`src/rtl/vga_fb_scheduler.sv`:
```
// Shares one single-port framebuffer RAM between display refresh (fixed fetch slots
// keyed to the raster position) and a drawing-engine write port; serialises words to pixels.
module vga_fb_scheduler #(
   parameter int H_ACTIVE = 640,
   parameter int H_TOTAL  = 800,
   parameter int V_ACTIVE = 480,
   parameter int V_TOTAL  = 525,
   parameter int PIX_BITS = 1,
   parameter int WORD_PIX = 8,
   parameter int ADDR_W   = 16
) (
   input  logic                         i_VGA_CLOCK,
   input  logic                         i_rst,
   input  logic [9:0]                   i_Sx,
   input  logic [9:0]                   i_Sy,
   input  logic                         i_de,
   input  logic                         i_hsync,
   input  logic                         i_vsync,
   input  logic                         i_wr_req,
   input  logic [ADDR_W-1:0]            i_wr_addr,
   input  logic [WORD_PIX*PIX_BITS-1:0] i_wr_data,
   output logic                         o_wr_ack,
   output logic [ADDR_W-1:0]            o_mem_addr,
   output logic                         o_mem_re,
   output logic                         o_mem_we,
   output logic [WORD_PIX*PIX_BITS-1:0] o_mem_wdata,
   input  logic [WORD_PIX*PIX_BITS-1:0] i_mem_rdata,
   output logic [PIX_BITS-1:0]          o_pixel,
   output logic                         o_de,
   output logic                         o_hsync,
   output logic                         o_vsync,
   output logic                         o_synced
);

   localparam int WORD_W      = WORD_PIX * PIX_BITS;
   localparam int WPL         = H_ACTIVE / WORD_PIX;
   localparam int FRAME_WORDS = V_ACTIVE * WPL;
   localparam int IDX_W       = $clog2(WORD_PIX);

   typedef enum logic [1:0] {IDLE, FETCH, CAPTURE} slot_state_t;

   slot_state_t         state_reg, state_next;
   logic [ADDR_W-1:0]   word_cnt_reg;
   logic [WORD_W-1:0]   hold_reg;
   logic [WORD_W-1:0]   shift_reg;

   logic [10:0]         sx_ahead;
   logic [10:0]         row_tgt;
   logic                slot_fetch;
   logic                frame_start;
   logic                fetch_go;
   logic                wr_accept;
   logic                wr_in_range;
   logic [ADDR_W-1:0]   fetch_addr;
   logic [IDX_W-1:0]    pix_idx;
   logic                load_shift;
   logic [PIX_BITS-1:0] pixel_next;

   logic [PIX_BITS-1:0] shift_lane [WORD_PIX];
   logic [PIX_BITS-1:0] hold_lane  [WORD_PIX];

   generate
      for (genvar gi = 0; gi < WORD_PIX; gi++) begin : g_lane
         assign shift_lane[gi] = shift_reg[gi*PIX_BITS +: PIX_BITS];
         assign hold_lane[gi]  = hold_reg[gi*PIX_BITS +: PIX_BITS];
      end
   endgenerate

   // Slot decision looks 3 pixels ahead; the word-0 slot lives at the tail of the previous line.
   always_comb begin
      sx_ahead = 11'(i_Sx) + 11'd3;
      row_tgt  = 11'(i_Sy);
      if (sx_ahead >= 11'(H_TOTAL)) begin
         sx_ahead = sx_ahead - 11'(H_TOTAL);
         row_tgt  = (i_Sy == 10'(V_TOTAL - 1)) ? '0 : 11'(i_Sy) + 11'd1;
      end
      slot_fetch  = ((sx_ahead % 11'(WORD_PIX)) == '0) &&
                    (sx_ahead < 11'(H_ACTIVE)) && (row_tgt < 11'(V_ACTIVE));
      frame_start = slot_fetch && (sx_ahead == '0) && (row_tgt == '0);
      fetch_addr  = frame_start ? '0 : word_cnt_reg;
   end

   always_comb begin
      state_next = state_reg;
      fetch_go   = 1'b0;
      wr_accept  = 1'b0;
      case (state_reg)
         IDLE: begin
            if (slot_fetch) begin
               state_next = FETCH;
               fetch_go   = 1'b1;
            end
         end
         FETCH:   state_next = CAPTURE;
         CAPTURE: state_next = IDLE;
         default: state_next = IDLE;
      endcase
      // Display owns the slot-decision cycle; back-to-back writes are spaced by the ack cycle.
      wr_accept = i_wr_req && !o_wr_ack && !slot_fetch;
   end

   assign wr_in_range = (33'(i_wr_addr) < 33'(FRAME_WORDS));

   always_comb begin
      pix_idx    = IDX_W'(i_Sx % 10'(WORD_PIX));
      load_shift = (i_Sx < 10'(H_ACTIVE)) && (i_Sy < 10'(V_ACTIVE)) && (pix_idx == '0);
      pixel_next = '0;
      if (i_de && o_synced)
         pixel_next = load_shift ? hold_lane[pix_idx] : shift_lane[pix_idx];
   end

   always_ff @(posedge i_VGA_CLOCK) begin
      if (i_rst) begin
         state_reg    <= IDLE;
         word_cnt_reg <= '0;
         hold_reg     <= '0;
         shift_reg    <= '0;
         o_wr_ack     <= 1'b0;
         o_mem_addr   <= '0;
         o_mem_re     <= 1'b0;
         o_mem_we     <= 1'b0;
         o_mem_wdata  <= '0;
         o_pixel      <= '0;
         o_de         <= 1'b0;
         o_hsync      <= 1'b0;
         o_vsync      <= 1'b0;
         o_synced     <= 1'b0;
      end else begin
         state_reg <= state_next;
         o_mem_re  <= fetch_go;
         o_mem_we  <= wr_accept && wr_in_range;
         o_wr_ack  <= wr_accept;
         if (fetch_go) begin
            o_mem_addr   <= fetch_addr;
            word_cnt_reg <= fetch_addr + 1'b1;
         end else if (wr_accept) begin
            o_mem_addr  <= i_wr_addr;
            o_mem_wdata <= i_wr_data;
         end
         if (frame_start)
            o_synced <= 1'b1;
         if (state_reg == CAPTURE)
            hold_reg <= i_mem_rdata;
         if (load_shift)
            shift_reg <= hold_reg;
         o_pixel <= pixel_next;
         o_de    <= i_de;
         o_hsync <= i_hsync;
         o_vsync <= i_vsync;
      end
   end

endmodule

```
`config.mk`:
```
export PLATFORM = sky130hd
export DESIGN_NAME = vga_fb_scheduler
export DESIGN_NICKNAME = d
export VERILOG_FILES = /design/src/rtl/vga_fb_scheduler.sv
export SDC_FILE = /design/constraint.sdc
export NUM_CORES = 1
export LEC_CHECK = 0
export CORE_ASPECT_RATIO = 0.8
export CORE_MARGIN = 4
export CORE_UTILIZATION = 52
export CTS_BUF_LIST = sky130_fd_sc_hd__clkbuf_4 sky130_fd_sc_hd__clkbuf_8
export DETAILED_ROUTE_END_ITERATION = 8
export PLACE_DENSITY = 0.91
export SLEW_MARGIN = 20
export SYNTH_ARGS = -nofsm -noshare
export SYNTH_HDL_FRONTEND = slang
export SYNTH_SLANG_ARGS = --single-unit
```
`constraint.sdc`:
```
create_clock -name i_VGA_CLOCK -period 6.8 [get_ports i_VGA_CLOCK]
set_clock_uncertainty 0.1 [all_clocks]
set_input_delay 1.36 -clock i_VGA_CLOCK [delete_from_list [all_inputs] [get_ports i_VGA_CLOCK]]
set_output_delay 1.36 -clock i_VGA_CLOCK [all_outputs]
set_load 0.01 [all_outputs]
```
==> qor.yml, run 1 <==
status: "completed"
clk_path_buf_depth: 2
avgSynthCellArea_um2: 8.63
cts_root_buf: "clkbuf_8"
wirelength_mm: 10.4
syn_area_um2: 3810
fp.dieArea_um2: 8780
synthXorXnorAreaFrac: 0.0118
power_density_nw_per_um2: 180
layout.core_utilization: 0.701
muxShareOfSynthArea: 0.0751
drv_cap: 0
p_leak_nw: 1.85
die_w_um: 104
synth_edf_count: 0
min_period_over_period: 0.857
first_pass_iters: 6
hold_viol_final: 0
drv_slew: 0
slew_headroom: 0.407
pwr-share-clk: 0.366
wl_per_cell_um: 17.3
synth_cell_types: 66
finalWeightedCongestion: 0.939
critical_path_buf_inv_count: 1
endpoint: "word_cnt_reg[12]"
layout.cells.non_filler: 603
combPwrFrac: 0.176
grt_usage: 0.229
yosys_most_used_dff: "dfxtp_1"
clock_sinks: 66
synth_top_area_frac: 0.346
layout-drive-gt1-share: 0.0814
tightestPinTransition_ns: 0.889
tns_ns: 0
fillerInstances: 517
ys_top_cells_by_area: "dfxtp_1, mux2i_1, nor2_1"
synth_adder_area_share: 0.0164
ys_seq_elements: 66
worstSetupPathType: "in2reg"
ys_warn_count: 0
syn2layout_area_growth_pct: 28.6
clk_latency_ns: 0.34
dr_total_vias: 3816
rr_endpoint: "o_mem_addr[4]"
path_clk_slew_ns: 0.07
final-setup-viol-count: 0
fin_nets: 575
synthesis.nets: 505
crit_path_max_fanout: 11
rsz0062_at_grt: "false"
rrSetupSlack_ns: 4.39
fmax_mhz: 172
yosys.area_share.simple: 0.300
cts.repair.resized: 0
drc_errors: 0
numCtsBuffers: 9
grt_pass1_vias: 3364
die_height_um: 84.6
dp_cells: 588
critPathLaunch: "i_Sx[0]"
grt_pass1_wl_mm: 16.8
worst_r2r_startpoint: "state_reg[0]"
synth_compound_area_frac: 0.200
grt_overflow: 0
max_stage_delay_ns: 0.76
seqCellArea_um2: 1320
reg2reg_depth: 4
cts_tree: "yes"
netlist_instances: 442
switching_share: 0.267
seq_power_share: 0.459
num_rows: 27
synth.largest_area_cell: "dfxtp_1"
worstPathRequired_ns: 6.97
crit_path_start_kind: "primary input"
hold_path_class: "reg2reg"
num_io_pins: 90
p_int_uw: 647
power_switching_uw: 236
io_buffers: 89
grt_max_degree: 83
crit_slowest_cell: "clkdlybuf4s50_1"
cts_max_level: 3
first_iter_violations: 316
drt-vias-per-instance: 6.33
initial_utilization: 0.545
antenna_found_initial: 0
synthArstFlopShare: 0
critPathTopFamily: "compound AO/OA/AOI/OAI gates"
worstPathCellList: "clkdlybuf4s50_1 > nor2_1 > ha_1 > nor3b_2 > o211ai_1 > o221ai_1 > a31oi_1 > o211a_1 > o2111ai_2 > and2_1 > ha_1 > nand3_1 > or3_1 > or2_2 > nor2_1 > nand3_1 > a31oi_1"
crit_cells: 17
ctsHoldBuffers: 0
antenna_cells: 0
seq_area_frac_synth: 0.346
hpwl_mm: 7.46
vdd_ir_drop_max_mv: 0.172
multiInputGateArea_um2: 2330
ant_nets: 0
arrival_ns: 6.00
postCtsSetupRepairBufs: 0
synth_top_family_by_area: "simple AND/OR/NAND/NOR gates"
core-area_um2: 6990
layout_min_cycle_time_ns: 5.83
worstSetupEndpointType: "register"
## cells in the final DEF, fill, tap and decap left out, types with 8 or more instances in the layout
cell / n
nor2_1: 45
dfxtp_1: 66
mux2i_1: 17
o21ai_0: 8
nor4b_1: 17
a21oi_1: 13
a31oi_1: 16
clkbuf_8: 9
clkdlybuf4s50_1: 88
nand2_1: 43
a211o_1: 16
nand3_1: 29
nor3b_1: 15
inv_1: 9
## power groups by stage
stage / logic [mW] / registers (mW) / clock network [mW]
global placement: 0.150 / 0.413 / 0
detailed placement: 0.153 / 0.414 / 0
finish: 0.155 / 0.405 / 0.323
floorplan: 0.0724 / 0.419 / 0
CTS: 0.154 / 0.405 / 0.329
global route: 0.166 / 0.407 / 0.347
## how the worst min path moves through the flow
stage,startpoint,end,depth (start not counted)
2_1_floorplan,state_reg[1],state_reg[1],1
5_1_grt,state_reg[1],state_reg[1],1
3_3_place_gp,state_reg[1],state_reg[1],1
4_1_cts,state_reg[1],state_reg[1],1
3_5_place_dp,state_reg[1],state_reg[1],1
6_report,state_reg[1],state_reg[1],1
## layer usage
layer  track usage  wire [um]  share of wire  vias up
met2         0.353       4530           0.43      209
met1         0.315       4640           0.45     1789
met3        0.0707       1130           0.11       13
met5             0          0              0        -
met4        0.0556        131          0.013        0
li1              -          -              -     1805
## synthesized netlist by cell type, types with 6 or more instances
library cell   n
a211o_1       16
a21oi_1       13
a221o_1        6
a31oi_1       16
and2_1         7
clkbuf_1      24
dfxtp_1       66
inv_1          9
mux2i_1       17
nand2_1       43
nand3_1       29
nand4_1        6
nor2_1        45
nor3b_1       15
nor4b_1       17
o21ai_0        8
## per-stage QoR
step                      power (mW)  hold WS (ns)  area (um^2)  worst slack, ns
after floorplan                0.491         0.304         3810             1.48
after global placement         0.564         0.313         4710            0.887
after detailed placement       0.567         0.319         4710            0.673
after CTS                      0.888         0.338         4900             1.00
after global routing           0.919         0.352         4900            0.544
final                          0.883         0.337         4900            0.970
## cells by family after synthesis
family | Yosys count
adders and majority gates | 5
AOI/OAI and AO/OA | 99
muxes | 22
and+or+nand+nor | 204
buffers and inverters | 43
DFF | 66
xor gates and xnor gates | 3
## area by class of cell
type,instances,area share
clock buffer,9,0.0253
clock inverter,6,0.0138
inverter,9,0.00689
multi-input combinational,333,0.476
sequential,66,0.269
tap,87,0.0222
timing repair buffer,93,0.187
No activity file was read; power rests on OpenSTA's default activity.
==> run 2: changes to the inputs <==
--- a/config.mk
+++ b/config.mk
@@ -7,10 +7,10 @@
 export LEC_CHECK = 0
 export CORE_ASPECT_RATIO = 0.8
 export CORE_MARGIN = 4
-export CORE_UTILIZATION = 52
+export CORE_UTILIZATION = 33
 export CTS_BUF_LIST = sky130_fd_sc_hd__clkbuf_4 sky130_fd_sc_hd__clkbuf_8
 export DETAILED_ROUTE_END_ITERATION = 8
-export PLACE_DENSITY = 0.91
+export PLACE_DENSITY = 0.65
 export SLEW_MARGIN = 20
 export SYNTH_ARGS = -nofsm -noshare
 export SYNTH_HDL_FRONTEND = slang
==> run 2 against run 1 <==
Against the previous run:
- first-iteration DRC count fell by 12%
- combinational power barely moved
- sequential power barely moved
- sequential share of layout area fell by 0.44 points
- critical path type unchanged
==> qor.yml, run 2 (synthesis results as in run 1) <==
status: "completed"  # unchanged
grt_pass1_wl_mm: 17.5  # was 16.8 mm
arrival_ns: 5.72  # was 6.00 ns
rsz0062_at_grt: "false"  # unchanged
grt_util_met2: 0.216  # was 0.353
first_iter_violations: 279  # was 316
switching_share: 0.259  # was 0.267
tns_ns: 0  # unchanged
p_leak_nw: 1.86  # was 1.85 nW
drc_errors: 0  # unchanged
ctsHoldBuffers: 0  # unchanged
wl_per_cell_um: 15.9  # was 17.3 um
antenna_cells: 0  # unchanged
core-area_um2: 11100  # was 6990 um^2
drt-vias-per-instance: 5.52  # was 6.33
die_w_um: 128  # was 104 um
seqCellArea_um2: 1320  # unchanged
crit_path_max_fanout: 9  # was 11
num_io_pins: 90  # unchanged
ant_nets: 0  # unchanged
cts_max_level: 3  # unchanged
layout-drive-gt1-share: 0.0849  # was 0.0814
p_int_uw: 655  # was 647 uW
dr_total_vias: 3655  # was 3816
cts_tree: "yes"  # unchanged
combPwrFrac: 0.175  # was 0.176
power_density_nw_per_um2: 178  # was 180 nW/um^2
hold_viol_final: 0  # unchanged
path_clk_slew_ns: 0.07  # about the same
final_area_um2: 4980  # was 4900 um^2
postCtsSetupRepairBufs: 0  # unchanged
most-common-layout-cells: "clkdlybuf4s50_1, dfxtp_1, nor2_1"  # unchanged
grt_usage: 0.160  # was 0.229
num_rows: 34  # was 27
layout_commonest_cell: "clkdlybuf4s50_1"  # unchanged
fmax_mhz: 180  # was 172 MHz
worstSetupPathType: "in2reg"  # unchanged
cts.repair.resized: 0  # unchanged
final-setup-viol-count: 0  # unchanged
worstSetupEndpointType: "register"  # unchanged
die_height_um: 104  # was 84.6 um
seq_power_share: 0.458  # was 0.459
met1_usage: 0.237  # was 0.315
worstPathRequired_ns: 6.96  # was 6.97 ns
post_dp_cell_area_um2: 4790  # was 4710 um^2
clk_path_buf_depth: 2  # unchanged
critPathTopFamily: "compound AO/OA/AOI/OAI gates"  # unchanged
first_pass_iters: 5  # was 6
slew_headroom: 0.326  # was 0.407
vdd_ir_drop_max_mv: 0.0971  # was 0.172 mV
min_period_over_period: 0.817  # was 0.857
use_met3: 0.0595  # was 0.0707
crit_path_start_kind: "primary input"  # unchanged
hpwl_mm: 7.57  # was 7.46 mm
cts_root_buf: "clkbuf_8"  # unchanged
syn2layout_area_growth_pct: 30.7  # was 28.6%
io_buffers: 89  # unchanged
post-place-ws_ns: 0.907  # was 0.673 ns
multiInputGateArea_um2: 2330  # unchanged
fp.dieArea_um2: 13400  # was 8780 um^2
grt_overflow: 0  # unchanged
antenna_found_initial: 0  # unchanged
power_switching_uw: 230  # was 236 uW
grt_pass1_vias: 3508  # was 3364
initial_utilization: 0.345  # was 0.545
crit_slowest_cell: "clkdlybuf4s50_1"  # unchanged
numCtsBuffers: 9  # unchanged
fillerInstances: 1061  # was 517
tightestPinTransition_ns: 1.01  # was 0.889 ns
max_stage_delay_ns: 0.76  # about the same
layout_min_cycle_time_ns: 5.55  # was 5.83 ns
worstPathCellList: "clkdlybuf4s50_1 > nor2_1 > ha_1 > nor3b_2 > o211ai_1 > o221ai_1 > a31oi_1 > o211a_1 > o2111ai_2 > and2_1 > ha_1 > nand3_1 > or3_1 > or2_2 > nor2_1 > nand3_1 > a31oi_1"  # unchanged
drv_cap: 0  # unchanged
clk_latency_ns: 0.34  # about the same
layout.core_utilization: 0.451  # was 0.701
pwr-share-clk: 0.367  # was 0.366
fin_ws_ns: 1.25  # was 0.970 ns
clock_sinks: 66  # unchanged
grt_max_degree: 45  # was 83
finalWeightedCongestion: 0.941  # was 0.939
critical_path_buf_inv_count: 1  # unchanged
wirelength_mm: 10.5  # was 10.4 mm
fin_nets: 576  # was 575
hold_path_class: "reg2reg"  # unchanged
drv_slew: 0  # unchanged
gr-max-usage-layer: "met1"  # was met2
## run 2: cell count changes in the layout (fill, tap and decap cells not counted)
cell	change
clkinv_2	+1
clkinv_4	-1
clkbuf_4	+2
inv_6	-1
buf_4	+1
## run 2: path summary, 6_finish.rpt
path / from / to / slack [ns] / cells past startpoint
max reg2reg: word_cnt_reg[2] / word_cnt_reg[14] / 4.41 / 8
max: i_Sx[0] / word_cnt_reg[12] / 1.25 / 17
min: state_reg[1] / state_reg[1] / 0.33 / 1
min reg2reg: state_reg[1] / state_reg[1] / 0.33 / 1
## run 2: power groups by stage
stage	clock [mW]	combinational, mW	sequential, mW
global placement	0	0.153	0.414
detailed placement	0	0.154	0.414
finish	0.325	0.154	0.405
CTS	0.338	0.155	0.405
global route	0.358	0.168	0.406
floorplan	0	0.0724	0.419
## run 2: layer usage
metal,part of all wire,vias up
met5,0,-
met2,0.40,125
met3,0.086,12
li1,-,1809
met1,0.50,1709
met4,0.0097,0
## run 2: final cells by class
cell class,count,area share
multi-input cells,333,0.468
flip-flops and latches,66,0.265
inverters,9,0.00678
clock inverters,5,0.0110
repair buffers,94,0.185
clock buffers,11,0.0279
well taps,144,0.0361
## run 2: through the flow
| stage | power (mW) | hold slack [ns] | instances |
|---|---|---|---|
| final | 0.885 | 0.332 | 662 |
| after global routing | 0.932 | 0.360 | 662 |
| after CTS | 0.899 | 0.337 | 662 |
| after detailed placement | 0.568 | 0.324 | 646 |
| after global placement | 0.567 | 0.317 | 646 |
| after floorplan | 0.491 | 0.304 | 442 |
